### src/rtl/supercar_pkg.sv
// supercar_pkg
// Shared definitions for the supercar LED bar sequencer: state encoding and
// default sizing (counter width, LED count, step prescaler).
package supercar_pkg;

  localparam int N_BIT_DEF = 4;
  localparam int N_LED_DEF = 16;
  localparam int PRESC_DEF = 25_000_000;

  localparam logic [1:0] ST_IDLE = 2'd0;
  localparam logic [1:0] ST_LOAD = 2'd1;
  localparam logic [1:0] ST_UP   = 2'd2;
  localparam logic [1:0] ST_DOWN = 2'd3;

  typedef enum logic [1:0] {
    IDLE = ST_IDLE,
    LOAD = ST_LOAD,
    UP   = ST_UP,
    DOWN = ST_DOWN
  } state_e;

endpackage

### src/rtl/supercar_seq_tick_gen.sv
// tick_gen
// Step-rate prescaler. Emits a one-cycle tick every PRESC clocks while clr
// is low; clr restarts the period so the first tick after clr falls in the
// PRESC-th cycle.
// Ports:
//   clk   in  system clock, rising edge
//   rst   in  asynchronous active-high reset
//   clr   in  synchronous restart of the step period
//   tick  out one-cycle step pulse
module tick_gen
  import supercar_pkg::*;
#(
  parameter int PRESC = PRESC_DEF
) (
  input  logic clk,
  input  logic rst,
  input  logic clr,
  output logic tick
);

  localparam int W = (PRESC > 1) ? $clog2(PRESC) : 1;
  localparam logic [W-1:0] RELOAD = W'(PRESC - 1);

  logic [W-1:0] cnt_q, cnt_d;

  // Down-counter: terminal count 0 is the tick, equivalent to an up-count
  // reaching PRESC-1. PRESC=1 leaves it pinned at 0, ticking every cycle.
  assign tick = (cnt_q == '0);

  always_comb begin
    cnt_d = cnt_q - W'(1);
    if (clr || tick) begin
      cnt_d = RELOAD;
    end
  end

  always_ff @(posedge clk or posedge rst) begin
    if (rst) begin
      cnt_q <= RELOAD;
    end else begin
      cnt_q <= cnt_d;
    end
  end

endmodule

### src/rtl/supercar_seq.sv
// supercar_seq
// Bounces an external up/down/loadable position counter between both ends of
// an LED bar at a prescaled step rate and shows the position one-hot.
// Ports:
//   clk      in  system clock, rising edge
//   rst      in  asynchronous active-high reset
//   start    in  run request, honoured only in IDLE
//   stop     in  halt request, any state, highest priority
//   cnt_in   in  position fed back from the counter
//   cnt_en   out counter enable
//   cnt_dnu  out counter direction (1 = down)
//   cnt_pl   out counter parallel-load strobe
//   cnt_pin  out counter load value
//   led      out one-hot position, registered
//   busy     out high whenever not IDLE
//
// state | meaning
// ------+--------------------------------------------------
// IDLE  | counter untouched, LEDs dark, waiting for start
// LOAD  | one cycle: load 0 into the counter
// UP    | stepping up on each tick, bounce at N_LED-1
// DOWN  | stepping down on each tick, bounce at 0
module supercar_seq
  import supercar_pkg::*;
#(
  parameter int N_BIT = N_BIT_DEF,
  parameter int N_LED = N_LED_DEF,
  parameter int PRESC = PRESC_DEF
) (
  input  logic             clk,
  input  logic             rst,
  input  logic             start,
  input  logic             stop,
  input  logic [N_BIT-1:0] cnt_in,
  output logic             cnt_en,
  output logic             cnt_dnu,
  output logic             cnt_pl,
  output logic [N_BIT-1:0] cnt_pin,
  output logic [N_LED-1:0] led,
  output logic             busy
);

  localparam logic [N_BIT-1:0] LAST   = N_BIT'(N_LED - 1);
  // One bit wider so the range test stays meaningful when N_LED = 2^N_BIT.
  localparam logic [N_BIT:0]   LAST_X = (N_BIT + 1)'(N_LED - 1);
  localparam logic [N_LED-1:0] LED_ONE = N_LED'(1);

  state_e           state_q, state_d;
  logic [N_LED-1:0] led_q, led_d;
  logic             tick;
  logic             clr;
  logic             out_of_range;
  logic             at_top;
  logic             at_bottom;

  assign out_of_range = ({1'b0, cnt_in} > LAST_X);
  assign at_top       = (cnt_in == LAST);
  assign at_bottom    = (cnt_in == '0);

  assign clr = (state_q == IDLE) || (state_q == LOAD) || stop;

  tick_gen #(
    .PRESC(PRESC)
  ) u_tick_gen (
    .clk (clk),
    .rst (rst),
    .clr (clr),
    .tick(tick)
  );

  always_comb begin
    state_d = state_q;
    cnt_en  = 1'b0;
    cnt_dnu = 1'b0;
    cnt_pl  = 1'b0;
    cnt_pin = '0;
    case (state_q)
      IDLE: begin
        if (start && !stop) begin
          state_d = LOAD;
        end
      end
      LOAD: begin
        cnt_en  = 1'b1;
        cnt_pl  = 1'b1;
        state_d = UP;
      end
      UP: begin
        if (tick) begin
          cnt_en = 1'b1;
          if (out_of_range) begin
            cnt_pl  = 1'b1;
          end else if (at_top) begin
            cnt_dnu = 1'b1;
            state_d = DOWN;
          end
        end
      end
      DOWN: begin
        cnt_dnu = 1'b1;
        if (tick) begin
          cnt_en = 1'b1;
          if (out_of_range) begin
            cnt_pl  = 1'b1;
            state_d = UP;
          end else if (at_bottom) begin
            cnt_dnu = 1'b0;
            state_d = UP;
          end
        end
      end
      default: state_d = IDLE;
    endcase
    // Halt wins over everything; the counter is left holding its value.
    if (stop && (state_q != IDLE)) begin
      state_d = IDLE;
      cnt_en  = 1'b0;
      cnt_dnu = 1'b0;
      cnt_pl  = 1'b0;
      cnt_pin = '0;
    end
  end

  always_comb begin
    led_d = '0;
    if (((state_q == UP) || (state_q == DOWN)) && !out_of_range) begin
      led_d = LED_ONE << cnt_in;
    end
  end

  always_ff @(posedge clk or posedge rst) begin
    if (rst) begin
      state_q <= IDLE;
      led_q   <= '0;
    end else begin
      state_q <= state_d;
      led_q   <= led_d;
    end
  end

  assign led  = led_q;
  assign busy = (state_q != IDLE);

endmodule

### config.mk
export PLATFORM = sky130hd
export DESIGN_NAME = supercar_seq
export DESIGN_NICKNAME = d
export VERILOG_FILES = /design/src/rtl/supercar_pkg.sv /design/src/rtl/supercar_seq_tick_gen.sv /design/src/rtl/supercar_seq.sv
export SDC_FILE = /design/constraint.sdc
export NUM_CORES = 1
export LEC_CHECK = 0
export CORE_MARGIN = 1.5
export CORE_UTILIZATION = 50
export DETAILED_ROUTE_END_ITERATION = 10
export PLACE_DENSITY = 0.84
export SYNTH_ARGS = -nofsm -noshare
export SYNTH_HDL_FRONTEND = slang
export SYNTH_SLANG_ARGS = --single-unit
### constraint.sdc
create_clock -name clk -period 2.52 [get_ports clk]
set_clock_uncertainty 0.1 [all_clocks]
set_input_delay 0.378 -clock clk [delete_from_list [all_inputs] [get_ports clk]]
set_output_delay 0.378 -clock clk [all_outputs]
set_load 0.005 [all_outputs]
# Word-level counts from Yosys, hierarchy flattened
# Index checks and enable logic that the tools add are counted.
totals:
  reg_bits: 43
  output_inout_bits: 24
op_classes:
  n_mux: 20
  n_reduce_logical: 13
  n_eq_ne: 9
  addsub: 1
  n_shift: 1
op_table:
  columns: ["operator", "count"]
  rows:
  - ["25-bit zero test", 1]
  - ["25-bit two-way mux", 1]
  - ["25-bit by 1-bit subtractor with 25-bit output (second input constant)", 1]
  - ["16-bit two-way mux", 1]
  - ["1-bit by 4-bit << shifter with 16-bit output (first input constant)", 1]
  - ["2-bit two-way mux", 6]
  - ["1-bit two-way mux", 9]
  - ["2-bit one-hot mux with 4 select lines", 1]
  - ["3-bit by 2-bit inequality test with 1-bit output (second input constant)", 2]
  - ["3-bit inequality test (second input constant)", 2]
  - ["5-bit AND reduction", 1]
  - ["2-bit == test (second input constant)", 2]
  - ["4-bit == test (second input constant)", 1]
  - ["4-bit zero test", 1]
  - ["1-bit logical OR", 4]
  - ["1-bit one-hot mux with 2 select lines", 2]
  - ["3-bit by 1-bit inequality test with 1-bit output (second input constant)", 1]
  - ["2-bit by 1-bit == test with 1-bit output (second input constant)", 1]
  - ["1-bit logical AND", 2]
  - ["2-bit zero test", 1]
  - ["2-bit nonzero test", 1]
  - ["2-bit OR reduction", 1]
  - ["1-bit zero test", 1]

# Depth between registers and ports, before layout
# Gate-level depths: netlist of run 1.
depth:
  ltp_word: 5
  mapped_depth: 7
  ltp_nobuf: 6

# Cells and area by module
# A second synthesis of run 1 with hierarchy kept.
hier_totals:
  hier_cells: 194
  area_unflattened_um2: 2048.2
by_module_without_submodules:
  columns: ["module", "area_per_inst_um2", "cells_each", "n_inst"]
  rows:
  - ["tick_gen", 1323.8, 128, 1]
  - ["supercar_seq", 724.4, 66, 1]

# Worst setup path after synthesis of run 1
# No wires, ideal clock.
synth_timing:
  kind: "reg2out"
  startpoint: "register u_tick_gen.cnt_q[0]"
  endpoint: "output cnt_dnu"
  arrival_time_ns: 1.630
  path_stages_with_launch: 7
  path_slack_ns: 0.412
  cell_sequence: "dfstp_2 > inv_1 > ha_1 > nor4b_1 > and4_2 > and3_1 > or2_2"
synth_between:
  elab_chain_cells: 4
  elab_cells_between_ends: 5
  classes_between: "mux: 4; reduce/logical: 1"
synth_lines:
  columns: ["element", "line_no", "text"]
  rows:
  - ["start, declared", "supercar_seq_tick_gen.sv:24", "logic [W-1:0] cnt_q, cnt_d;"]
  - ["start signal, assigned", "supercar_seq_tick_gen.sv:41", "cnt_q <= cnt_d;"]
  - ["25-bit zero test *", "supercar_seq_tick_gen.sv:28", "assign tick = (cnt_q == '0);"]
  - ["1-bit two-way mux, on equally long branches", "supercar_seq.sv:101, supercar_seq.sv:89", null]
  - ["1-bit one-hot mux with 2 select lines *", "supercar_seq.sv:77", "case (state_q)"]
  - ["1-bit two-way mux *", "supercar_seq.sv:115", "if (stop && (state_q != IDLE)) begin"]
  - ["end, declared", "supercar_seq.sv:36", "output logic cnt_dnu,"]
# Every way passes the cells marked *; elsewhere a longest branch is shown, timed or not.

# Worst setup path in the final report of run 1
layout_timing:
  startpoint: "register u_tick_gen.cnt_q[1]"
  endpoint: "output cnt_dnu"
# Same word-level chain as after synthesis.

==> results of run 1 <==
-- registers in the layout (all words and copies together), names as in the netlist --
signal / flops
state_q: 2
u_tick_gen.cnt_q: 25
led: 16
-- through the flow --
step           hold WS (ps)  setup slack, ps
3_5_place_dp            409            -55.4
6_report                411             76.8
5_1_grt                 442             14.8
3_3_place_gp            408            -22.6
4_1_cts                 419            -18.2
2_1_floorplan           334              412
-- worst max-delay path, stage by stage (launching register included) --
cell,delay (ps)
dfstp_2,530
inv_1,40
ha_2,190
nor4b_4,130
and4_4,200
and3_1,180
or2_2,290
clkbuf_2,120
-- cell families (layout without fill, tap and decap cells) --
| family | after synthesis | count (layout) | share of synthesized area (%) |
|---|---|---|---|
| buf+inv | 13 | 64 | 3.54 |
| simple gates | 105 | 105 | 29.3 |
| compound gates | 22 | 22 | 6.59 |
| flops | 43 | 43 | 54.5 |
| other cells | 1 | 4 | 0.186 |
| xor+xnor | 12 | 12 | 5.22 |
| fa+ha+maj | 1 | 1 | 0.621 |
-- placed cells by master (no fill, tap or decap), types with 6 or more instances in the layout --
cell,instances
nor2_1,24
or4_1,7
clkbuf_8,6
nand3_1,9
nor4_1,6
xnor2_1,6
xor2_1,6
a21oi_1,7
clkdlybuf4s50_1,25
o31ai_1,6
nor3_1,7
nand2_1,18
dfrtp_1,26
dfstp_2,17
nand2b_1,6
buf_4,24
-- path summary, 6_finish.rpt --
| path | end | cells past startpoint | start | slack, ps |
|---|---|---|---|---|
| max | cnt_dnu | 7 | u_tick_gen.cnt_q[1]$_DFF_PP1_ | 80 |
| min | led[4]$_DFF_PP0_ | 3 | rst | 410 |
| max reg2reg | u_tick_gen.cnt_q[23]$_DFF_PP0_ | 5 | u_tick_gen.cnt_q[6]$_DFF_PP0_ | 470 |
| min reg2reg | u_tick_gen.cnt_q[24]$_DFF_PP1_ | 2 | u_tick_gen.cnt_q[24]$_DFF_PP1_ | 420 |
| max in group asynchronous | u_tick_gen.cnt_q[4]$_DFF_PP1_ | 3 | rst | 1520 |
| min in group clk | u_tick_gen.cnt_q[24]$_DFF_PP1_ | 2 | u_tick_gen.cnt_q[24]$_DFF_PP1_ | 420 |
-- power by group through the flow --
stage          logic [uW]  registers [uW]  clock network [uW]
2_1_floorplan        47.1             715                   0
3_3_place_gp         95.8             718                   0
3_5_place_dp         98.0             719                   0
4_1_cts              97.3             706                 456
5_1_grt               107             708                 486
6_report             96.5             707                 447
-- metal layers --
layer / wire length (um) / vias to the layer above
met4: 80 / 0
met3: 145 / 8
met2: 2200 / 44
met5: 0 / -
met1: 1790 / 780
li1: - / 792
-- timing repair --
action | in CTS | in global routing
gates resized for setup | 8 | 1
endpoints found under the setup margin | 2 | 1
endpoints found under the hold margin | 0 | 0
pin swaps | 3 | 0
-- final cells by class --
class | instances | share of cell area [%]
timing repair buffer | 51 | 17.2
clock buffer | 7 | 3.34
tap | 48 | 2.32
inverter | 5 | 0.726
clock inverter | 1 | 0.194
sequential | 43 | 42.4
multi-input combinational | 144 | 33.8
==> metrics.yaml, run 1 <==
run_status:
  status: "finished clean"
pwr:
  p_per_area_nw_per_um2: 484
  seqPwrFrac_pct: 56.5
  totalPowerFinal_uw: 1250
  combinationalPowerShare_pct: 7.7
  p_sw_uw: 285
  irDropWorstVdd_uv: 292
  p_leak_uw: 0.00103
  switching_share_pct: 22.8
  clkPwrFrac_pct: 35.8
  intPower_uw: 966
placement:
  dp_hpwl_mm: 3.01
  portBuffers: 27
  place.gp.congestion: 0.810
  dpl-instance-area_sq_um: 2480
  dp.cells: 291
finish:
  diodes: 0
  final_area_sq_um: 2590
  ff_latch_area_sq_um: 1100
  multi_input_area_sq_um: 875
  instances_no_fill: 299
  nNetsFinal: 259
  fin_util_pct: 68.6
  final.fill_count: 280
  drive_gt1_share_pct: 24.3
  syn2layout_area_growth_pct: 28.5
route:
  via_per_inst: 5.43
  wl_per_cell_um: 14.1
  ant_nets: 0
  vias: 1624
  dr.pass1.iters: 4
  routed_wl_mm: 4.21
  drc: 0
  drt-initial-drc-count: 89
grt:
  grt_pass1_wl_mm: 6.91
  top_usage_layer: "met2"
  grt_max_degree: 44
  track_usage_pct: 21.2
  grt_pass1_vias: 1574
  use_met1_pct: 24.9
  overflow: 0
  use_met3_pct: 4.90
  use_met2_pct: 36.8
  antenna_found_initial: 0
timing:
  fmax_ghz: 0.409
  grt_setup_unrepaired: "no"
  maxSlewHeadroom_pct: 65.2
  setup_tns_ps: 0
  tightest_slew_ps: 522
  min_period_ps: 2440
  period_share_pct: 97.0
  finalSetupViolations: 0
  hold_viol_final: 0
  maxSlewViolCount: 0
critical_path:
  worstPathRequired_ps: 2040
  crit_path_start_kind: "flip-flop"
  critPathMaxFanout: 4
  cp-end-kind: "primary output"
  criticalPathCategory: "flip-flop to primary output"
  arrival_ps: 1970
die:
  num_rows: 22
  dieArea_sq_um: 4420
  io_pins: 32
  die_w_um: 66.5
  fp.dieH_um: 66.5
  start_util_pct: 53.4
  fp.coreArea_sq_um: 3770
clock_tree:
  cts_tree: "built"
  clock_sink_count: 43
  clkTransAtPathRegs_ps: 80
  worstSkewPairLatency_ps: 300
  cts_buffers: 5
  cts_hold_buf: 0
  postCtsSetupBuffers: 0
  cts_root_buf: "clkbuf_8"
  cts_buffer_depth: 2
  cts.htree.levels: 2
synthesis:
  synth_edf_count: 0
  synthFlopType: "dfrtp_1"
  synthArstFlopShare_pct: 100
  synth.area.top_cells: "dfrtp_1 (32%), dfstp_2 (22%), nor2_1 (4.5%), nand2_1 (3.4%), or4_1 (2.6%)"
  synthDominantCellAreaShare_pct: 32.3
  syn_inst: 197
  avgSynthCellArea_sq_um: 10.2
  yosys-top-cells-count: "dfrtp_1 (26), nor2_1 (24), nand2_1 (18)"
  synthDistinctLibCells: 42
  synth.most_common_cell: "dfrtp_1"
  synth_seq_cells: 43
  synth_top_area_cell: "dfrtp_1"
  synth_seq_area_share_pct: 54.5
  syn_area_sq_um: 2010
  ys.warnings.count: 0
hold_path:
  hold_class: "primary input to asynchronous set/reset pin"
job:
  drv_cap: 0
No activity file was read; power rests on OpenSTA's default activity.
==> run 2: changes to the inputs <==
CAP_MARGIN = 0   (was default)
==> results of run 2 <==
Final layout, timing and power as in run 1 (identical DEF).
==> run 3: changes to the inputs <==
CORE_UTILIZATION = 55   (was 50)
CTS_BUF_LIST = sky130_fd_sc_hd__clkbuf_4 sky130_fd_sc_hd__clkbuf_8   (was default)
PLACE_DENSITY = 0.91   (was 0.84)
==> run 3 against run 2 <==
Net effect:
- routed wire length is 12% higher
- non-clock buffer count is 4 higher
- sequential power hardly changed
- global-route usage is 4.0 points higher
- clock power is 3% lower
- power is 0.77% lower
- register-to-register slack hardly changed
- core utilization is 8.2 points higher
- critical path type unchanged
- critical path depth stayed put
- cell count is 0.67% higher
- sequential share of layout area is 0.59 points lower
==> metrics.yaml, run 3 (synthesized netlist as in run 1, its figures left out) <==
run_status:
  status: "finished clean"
finish:
  final_area_sq_um: 2620  # +1.4%
  syn2layout_area_growth_pct: 30.3
  drive_gt1_share_pct: 27.8  # +3.5 points
  largest_reg_flops: 25  # unchanged
  final_common_cell: "buf_4"
  regMostFlops: "u_tick_gen.cnt_q"
  final_cell_mix: "buf_4 (28), dfrtp_1 (26), clkdlybuf4s50_1 (25)"
  diodes: 0  # unchanged
  nNetsFinal: 263  # +1.5%
clock_tree:
  cts_buffer_depth: 2  # unchanged
  clkTransAtPathRegs_ps: 130  # +50 ps
  cts_buffers: 5  # unchanged
  worstSkewPairLatency_ps: 360  # +60 ps
  cts_tree: "built"
  clock_sink_count: 43  # unchanged
  cts.htree.levels: 2  # unchanged
  cts_root_buf: "clkbuf_4"
grt:
  track_usage_pct: 25.2  # +4.0 points
  antenna_found_initial: 0  # unchanged
  grt_max_degree: 44  # unchanged
  grt_pass1_wl_mm: 7.74  # +12%
  overflow: 0  # unchanged
  grt_pass1_vias: 1665  # +5.8%
critical_path:
  endpoint: "cnt_dnu"
  arrival_ps: 1970  # about the same
  cp_cell_sequence: "inv_2, ha_4, nor4b_4, and4_4, and3_4, or2_4, buf_2"
  critPathMaxFanout: 3  # -1
  crit_cells: 7  # unchanged
  crit_start: "u_tick_gen.cnt_q[1]$_DFF_PP1_"
  crit_slowest_cell: "dfstp_2"
  cpPeakStageDelay_ps: 570  # +40 ps
  crit_path_start_kind: "flip-flop"
  worstPathRequired_ps: 2040  # about the same
  reg2reg_from: "u_tick_gen.cnt_q[5]$_DFF_PP1_"
  criticalPathCategory: "flip-flop to primary output"
  cp-end-kind: "primary output"
  crit_buf_inv: 2  # unchanged
  regToRegSetupSlack_ps: 480  # about the same
  r2r-end: "u_tick_gen.cnt_q[17]$_DFF_PP0_"
  reg2reg_depth: 5  # unchanged
  cp_top_family: "simple AND/OR/NAND/NOR gates"
timing:
  fmax_ghz: 0.408  # -0.21%
  maxSlewViolCount: 0  # unchanged
  hold_viol_final: 0  # unchanged
  period_share_pct: 97.2  # +0.21 points
  finalSetupViolations: 0  # unchanged
  min_period_ps: 2450  # +5.22 ps
  maxSlewHeadroom_pct: 66.2  # +0.98 points
  setup_tns_ps: 0  # unchanged
  tightest_slew_ps: 507  # -14.8 ps
die:
  fp.coreArea_sq_um: 3420  # -9.4%
  start_util_pct: 58.9  # +5.6 points
  die_w_um: 63.5  # -4.4%
  dieArea_sq_um: 4030  # -8.7%
  num_rows: 21  # -4.5%
  io_pins: 32  # unchanged
  fp.dieH_um: 63.5  # -4.4%
hold_path:
  hold_class: "primary input to asynchronous set/reset pin"
placement:
  portBuffers: 27  # unchanged
  place.gp.congestion: 0.819  # +1.1%
  dp_hpwl_mm: 3.20  # +6.3%
  dpl-instance-area_sq_um: 2480  # -0.10%
route:
  ant_nets: 0  # unchanged
  drt-initial-drc-count: 93  # +4.5%
  dr.pass1.iters: 4  # unchanged
  routed_wl_mm: 4.73  # +12%
  vias: 1707  # +5.1%
  via_per_inst: 5.67  # +4.4%
  wl_per_cell_um: 15.7  # +12%
  drc: 0  # unchanged
pwr:
  irDropWorstVdd_uv: 385  # +32%
  p_leak_uw: 0.00104  # +0.88%
  p_per_area_nw_per_um2: 473  # -2.1%
job:
  drv_cap: 0  # unchanged
[run 3: layout make-up]
cell class | count | area, sq um
timing repair buffer | 55 | 470
clock buffer | 5 | 37.5
tap | 46 | 57.6
clock inverter | 3 | 43.8
multi-input combinational | 144 | 897
inverter | 5 | 18.8
sequential | 43 | 1100
fill | 214 | 793
[run 3: timing repair]
item,CTS,global route
setup endpoints to repair,2,2
cloned,0,0
pin swaps,5,4
buffers inserted,1,3
hold buffers,0,0
gates resized for setup,13,5
endpoints found under the hold margin,0,0
[run 3: how the worst min path moves through the flow]
stage	endpoint
floorplan	u_tick_gen.cnt_q[0]$_DFF_PP1_
global route	led[11]$_DFF_PP0_
detailed placement	u_tick_gen.cnt_q[24]$_DFF_PP1_
global placement	u_tick_gen.cnt_q[24]$_DFF_PP1_
finish	u_tick_gen.cnt_q[6]$_DFF_PP0_
CTS	u_tick_gen.cnt_q[9]$_DFF_PP0_
[run 3: metal layers]
layer / up-vias / part of all wire (%) / GRT usage, %
li1: 808 / - / -
met1: 822 / 41 / 30.2
met2: 67 / 51 / 43.0
met3: 10 / 5.8 / 6.61
met4: 0 / 1.7 / 9.78
met5: - / 0 / 0
[run 3: worst register-to-register path, stage by stage (launching register included)]
cell     delay [ps]
dfstp_2         420
nor4_4          370
buf_4           200
nand3_2         210
or4_1           530
a21oi_1         150
[run 3: metrics by stage]
step / instances / power, uW / utilization, % / setup slack, ps / hold WS, ps
finish: 301 / 1240 / 76.8 / 71.6 / 322
global route: 301 / 1290 / 76.8 / -7.95 / 361
CTS: 298 / 1250 / 75.9 / 9.22 / 337
detailed placement: 289 / 818 / 72.6 / -113 / 419
global placement: 289 / 814 / 72.6 / -5.85 / 390
floorplan: 200 / 762 / - / 412 / 334
[run 3: power breakdown]
part	internal [uW]	total (uW)	switching [uW]
combinational	46.7	98.8	52.1
clock	209	435	226
sequential	699	707	8.54
